`src/rtl/rtp_hit_collector.sv`:
```
// Captures per-ray RTP results into a FIFO and drains them to the hit-result memory.
// Define HIT_STATS_EN to add the io_hit_count / io_miss_count write-back counters.
module rtp_hit_collector #(
   parameter int unsigned FIFO_DEPTH = 8,
   parameter logic [31:0] ADDR_BASE  = 32'h0000_0000,
   parameter logic [31:0] MISS_INDEX = 32'hFFFF_FFFF
) (
   input  logic        clock,
   input  logic        reset,
   input  logic        io_start,
   input  logic [31:0] io_num_rays,
   input  logic        io_rtp_finish,
   input  logic [31:0] io_ray_id_triangle,
   input  logic [31:0] io_hitT,
   input  logic [31:0] io_hitIndex,
   output logic        io_res_wrValid,
   input  logic        io_res_wrReady,
   output logic [31:0] io_res_wrAddr,
   output logic [63:0] io_res_wrData,
   output logic        io_busy,
   output logic        io_batch_done,
   output logic        io_overflow,
   output logic [31:0] io_rays_done
`ifdef HIT_STATS_EN
   ,
   output logic [31:0] io_hit_count,
   output logic [31:0] io_miss_count
`endif
);

   localparam int unsigned AW = $clog2(FIFO_DEPTH);
   localparam logic [31:0] POS_INF = 32'h7F80_0000;

   typedef enum logic [1:0] {S_IDLE, S_COLLECT, S_DRAIN, S_DONE} state_e;

   state_e      state_q, state_d;
   logic [31:0] num_rays_q, num_rays_d;
   logic [31:0] accepted_q, accepted_d;
   logic [31:0] rays_done_q, rays_done_d;
   logic        overflow_q, overflow_d;
   logic [AW:0] wr_ptr_q, wr_ptr_d;
   logic [AW:0] rd_ptr_q, rd_ptr_d;

   // Entry layout: {wrAddr[31:0], hitIndex[31:0], normalised hitT[31:0]}
   logic [95:0] mem_q [FIFO_DEPTH];
   logic [95:0] entry_in;
   logic [95:0] head;

   logic fifo_empty, fifo_full;
   logic start_ok, take, push, pop, drop;

   assign fifo_empty = (wr_ptr_q == rd_ptr_q);
   assign fifo_full  = (wr_ptr_q[AW] != rd_ptr_q[AW]) &&
                       (wr_ptr_q[AW-1:0] == rd_ptr_q[AW-1:0]);
   assign head       = mem_q[rd_ptr_q[AW-1:0]];

   assign start_ok = io_start && ((state_q == S_IDLE) || (state_q == S_DONE));
   assign take     = io_rtp_finish && (state_q == S_COLLECT) && (accepted_q != num_rays_q);
   assign pop      = !fifo_empty && io_res_wrReady;
   // A pop in the same cycle frees the slot, so a full FIFO can still accept.
   assign push     = take && (!fifo_full || pop);
   assign drop     = take && fifo_full && !pop;

   assign entry_in = {ADDR_BASE + io_ray_id_triangle,
                      io_hitIndex,
                      (io_hitIndex == MISS_INDEX) ? POS_INF : io_hitT};

   always_ff @(posedge clock or negedge reset) begin
      if (!reset) state_q <= S_IDLE;
      else        state_q <= state_d;
   end

   always_comb begin
      state_d = state_q;
      case (state_q)
         S_IDLE, S_DONE: begin
            if (io_start) state_d = (io_num_rays == 32'd0) ? S_DONE : S_COLLECT;
         end
         S_COLLECT: begin
            if (accepted_d == num_rays_q) state_d = S_DRAIN;
         end
         S_DRAIN: begin
            if (fifo_empty) state_d = S_DONE;
         end
         default: state_d = S_IDLE;
      endcase
   end

   always_comb begin
      io_busy        = (state_q == S_COLLECT) || (state_q == S_DRAIN);
      io_batch_done  = (state_q == S_DONE);
      io_overflow    = overflow_q;
      io_rays_done   = rays_done_q;
      io_res_wrValid = !fifo_empty;
      io_res_wrAddr  = fifo_empty ? 32'd0 : head[95:64];
      io_res_wrData  = fifo_empty ? 64'd0 : head[63:0];
   end

   always_comb begin
      num_rays_d  = start_ok ? io_num_rays : num_rays_q;
      accepted_d  = start_ok ? 32'd0 : accepted_q + {31'd0, take};
      rays_done_d = start_ok ? 32'd0 : rays_done_q + {31'd0, pop};
      overflow_d  = start_ok ? 1'b0  : (overflow_q || drop);
      wr_ptr_d    = wr_ptr_q + {{AW{1'b0}}, push};
      rd_ptr_d    = rd_ptr_q + {{AW{1'b0}}, pop};
   end

   always_ff @(posedge clock or negedge reset) begin
      if (!reset) begin
         num_rays_q  <= 32'd0;
         accepted_q  <= 32'd0;
         rays_done_q <= 32'd0;
         overflow_q  <= 1'b0;
         wr_ptr_q    <= '0;
         rd_ptr_q    <= '0;
      end else begin
         num_rays_q  <= num_rays_d;
         accepted_q  <= accepted_d;
         rays_done_q <= rays_done_d;
         overflow_q  <= overflow_d;
         wr_ptr_q    <= wr_ptr_d;
         rd_ptr_q    <= rd_ptr_d;
      end
   end

   // Payload storage carries no reset; the pointers alone define validity.
   always_ff @(posedge clock) begin
      if (push) mem_q[wr_ptr_q[AW-1:0]] <= entry_in;
   end

`ifdef HIT_STATS_EN
   logic [31:0] hit_cnt_q, hit_cnt_d;
   logic [31:0] miss_cnt_q, miss_cnt_d;
   logic        head_miss;

   assign head_miss = (head[63:32] == MISS_INDEX);

   always_comb begin
      hit_cnt_d  = start_ok ? 32'd0 : hit_cnt_q  + {31'd0, pop && !head_miss};
      miss_cnt_d = start_ok ? 32'd0 : miss_cnt_q + {31'd0, pop &&  head_miss};
   end

   always_ff @(posedge clock or negedge reset) begin
      if (!reset) begin
         hit_cnt_q  <= 32'd0;
         miss_cnt_q <= 32'd0;
      end else begin
         hit_cnt_q  <= hit_cnt_d;
         miss_cnt_q <= miss_cnt_d;
      end
   end

   assign io_hit_count  = hit_cnt_q;
   assign io_miss_count = miss_cnt_q;
`endif

endmodule

```
`config.mk`:
```
export PLATFORM = sky130hd
export DESIGN_NAME = rtp_hit_collector
export DESIGN_NICKNAME = d
export VERILOG_FILES = /design/src/rtl/rtp_hit_collector.sv
export SDC_FILE = /design/constraint.sdc
export NUM_CORES = 1
export LEC_CHECK = 0
export CAP_MARGIN = 20
export CORE_ASPECT_RATIO = 1.2
export CORE_MARGIN = 2
export CORE_UTILIZATION = 40
export DETAILED_ROUTE_END_ITERATION = 7
export PLACE_DENSITY = 0.62
export SYNTH_ARGS = -nofsm -noshare
export SYNTH_HDL_FRONTEND = slang
export SYNTH_SLANG_ARGS = --single-unit
```
`constraint.sdc`:
```
create_clock -name clock -period 10.2 [get_ports clock]
set_clock_uncertainty 0.05 [all_clocks]
set_input_delay 2.55 -clock clock [delete_from_list [all_inputs] [get_ports clock]]
set_output_delay 2.55 -clock clock [all_outputs]
set_load 0.02 [all_outputs]
```
==> results by group <==
Global routing
  • Total track usage: about 18%
  • Vias in the first global route: slightly below 20000
  • Initial antenna violation count: 4
  • Pin count of the biggest net entering global routing: around 180
  • First-pass GRT wire length: 125 mm
  • Total gr overflow: 0

Synth
  • Syn_nets: ~2100
  • Register area share after synthesis: ~72%
  • Synth unique cells: 58
  • Ys async rst share: about 12%
  • Synth Flop Type: edfxtp_1
  • Most numerous cell in the Yosys netlist: edfxtp_1
  • Synth Warn #: 0
  • Synth Instances: between 1500 and 2000
  • Top-area cell type share of the netlist area: approximately 65%
  • Yosys top cell by area: edfxtp_1
  • Top cells by area, synth: edfxtp_1 65%, mux4_2 12%, dfrtp_1 7.5%
  • Mapped Avg Cell Area: 17.8 um^2
  • Post-Synthesis Cell Area: between 0.03 and 0.04 mm^2
  • Synth top cells by count: 768 x edfxtp_1, 192 x mux4_2, 156 x nor2_1
  • Number of synthesized register bits: around 900
  • EDFF count, synth: 768

Clock tree
  • Root Buffer: clkbuf_16
  • Post_cts resized: 0
  • TritonCTS buffer count: just under 90
  • CTS tree: done
  • Worst skew pair latency: ~0.66 ns
  • Hold buffer count at cts: 0
  • CTS clk-pin slew, worst paths: about 0.06 ns
  • CTS max path bufs: 3
  • Post-CTS setup repair buffer count: 0
  • CTS Sinks: 875
  • CTS HTree Levels: 3

Drt
  • WL final: 83.7 mm
  • Post-DR vias/cell: approximately 5.5
  • Residual DRC: 0
  • Final ANT Viol Nets: 0
  • Vias: 19258
  • Avg WL per Cell: between 20 and 25 um
  • Iteration-0 DRC Markers: approximately 1400
  • DRT Pass-1 Iters: 6

Timing
  • Slew Limit Fails: 0
  • Fin crit share: between 60% and 70%
  • Fmax: 144 MHz
  • Final Hold Viols: 0
  • Worst slew margin: 15.8%
  • # setup viols final: 0
  • Least-Margin Pin Slew: approximately 1.3 ns
  • Tmin final: just under 7 ns
  • RSZ-0062 raised after global routing: no
  • Final setup TNS: 0 ns

Worst hold path
  • Hold Path Class: flop to flop
  • Hold_sp: wr_ptr_q[3]
  • Worst Hold Depth: 1
  • Hold Path Sink: wr_ptr_q[3]

Critical path
  • Worst path arrival time: between 7 and 8 ns
  • Worst R2R Setup Slack: 4.68 ns
  • Crit path kind: input port to flop
  • WP data required: about 11 ns
  • R2r endpoint: state_q[1]
  • FF-to-FF Start: accepted_q[19]
  • Worst-path maximum fanout: 18
  • Crit. End Element: flop
  • Worst r2r path cells: 14
  • Crit path launch type: input port

Cells and area
  • Number of diodes: 0
  • Finished Cell Area: between 0.04 and 0.05 mm^2
  • Nets: between 2000 and 2500
  • Share of cells above drive strength 1: ~16%
  • Area Growth Syn to Fin: 19.1%
  • Final-layout fill cell count: around 7300

Power and ir drop
  • Pwr Density: ~280 mW/mm^2
  • Peak VDD IR: between 0.2 and 0.3 mV
  • LEAKAGE: about 14 nW

Die
  • Number of core rows: 119
  • Chip width: ~280 um
  • Initial Util: 40.4%
  • Die area: between 0.09 and 0.1 mm^2
  • # IOs: 265
  • Core Area: just under 0.09 mm^2
  • Die height: between 300 and 400 um

Placed design
  • HPWL after detailed placement: roughly 47 mm
  • IO Port Bufs: approximately 260
  • GPL Wtd Cong: between 0.9 and 1
  • Placed cell area: 0.0395 mm^2

Run
  • Max-Cap Viols: 0

Status
  • Run status: completed
==> metrics by stage <==
step	setup slack [ns]	hold WS (ns)	total power [W]	instances	utilization, %
CTS	3.22	0.450	0.0121	3479	48.1
finish	3.28	0.442	0.0119	3481	48.1
global placement	2.75	0.432	0.00893	3320	44.9
global route	2.99	0.469	0.0125	3481	48.1
floorplan	2.46	0.416	0.00717	1994	-
detailed placement	2.66	0.441	0.00896	3320	44.9
==> cell families (layout without fill, tap and decap cells) <==
group                      Yosys count  after routing  synth area share (%)
buffers and inverters              125            463                  1.37
AOI/OAI and AO/OA                   94             94                  1.72
xor gates and xnor gates            86             86                  2.12
and+or+nand+nor                    509            509                  7.01
adders and majority gates           11             11                 0.387
DFF                                875            875                  72.4
muxes                              294            294                  15.0
==> worst max path at each step <==
stage	from	to	slack (ns)
after floorplan	io_rtp_finish	mem_q[4][0]	2.46
after detailed placement	io_rtp_finish	state_q[1]	2.66
after global placement	io_rtp_finish	state_q[1]	2.75
after global routing	io_rtp_finish	state_q[1]	2.99
after CTS	rd_ptr_q[0]	io_res_wrData[32]	3.22
final	io_rtp_finish	state_q[1]	3.28
==> cell usage in the layout, fill, tap and decap left out, types with 15 or more instances in the layout <==
cell type          n
a21oi_1           26
and2_1            33
and3_1            15
buf_4             21
clkbuf_1          15
clkbuf_16         89
clkdlybuf4s50_1  263
clkinv_1          23
dfrtp_1          104
edfxtp_1         768
mux2i_1          101
mux4_2           192
nand2_1          123
nand2b_1          15
nand3_1           30
nand4_1           42
nor2_1           150
nor4_1            21
o21ai_0           22
or3_1             18
xnor2_1           61
xor2_1            25
==> where the power goes <==
group          leakage, nW  switching [W]  internal [W]
Clock                 1.35        0.00134       0.00176
Combinational         4.47        0.00230       0.00193
Sequential            8.35       0.000306       0.00431
==> state kept, by name, summed over array words and instances (netlist names) <==
signal	count
num_rays_q	32
accepted_q	32
rd_ptr_q	4
mem_q	768
io_overflow	1
io_rays_done	32
wr_ptr_q	4
state_q	2
==> layer usage <==
metal	track usage, %	wire length, um	up-vias
met5	0	42	-
met1	24.5	35500	10075
met3	3.34	5250	131
met2	30.5	41100	637
met4	5.42	1870	6
li1	-	-	8409
==> critical path: stages <==
cell and delay [ns]:
clkdlybuf4s50_1 0.47, nand2_1 0.06, a21oi_1 0.32, ha_1 0.33
and3_1 0.37, nand3_1 0.58, or4_1 0.73, xor2_1 0.21
o311ai_0 0.20, or4_1 0.55, or4_4 0.54, a21oi_2 0.15
mux2_1 0.33
==> cell type report <==
cell class	instances	area, um^2	share of cell area [%]
Timing Repair Buffer	291	2950	6.95
Multi-Input combinational cell	994	9420	22.2
Clock inverter	51	419	0.989
Sequential cell	875	25800	60.8
Inverter	13	48.8	0.115
Clock buffer	108	2340	5.52
Tap cell	1149	1440	3.39
No activity file was read; power rests on OpenSTA's default activity.
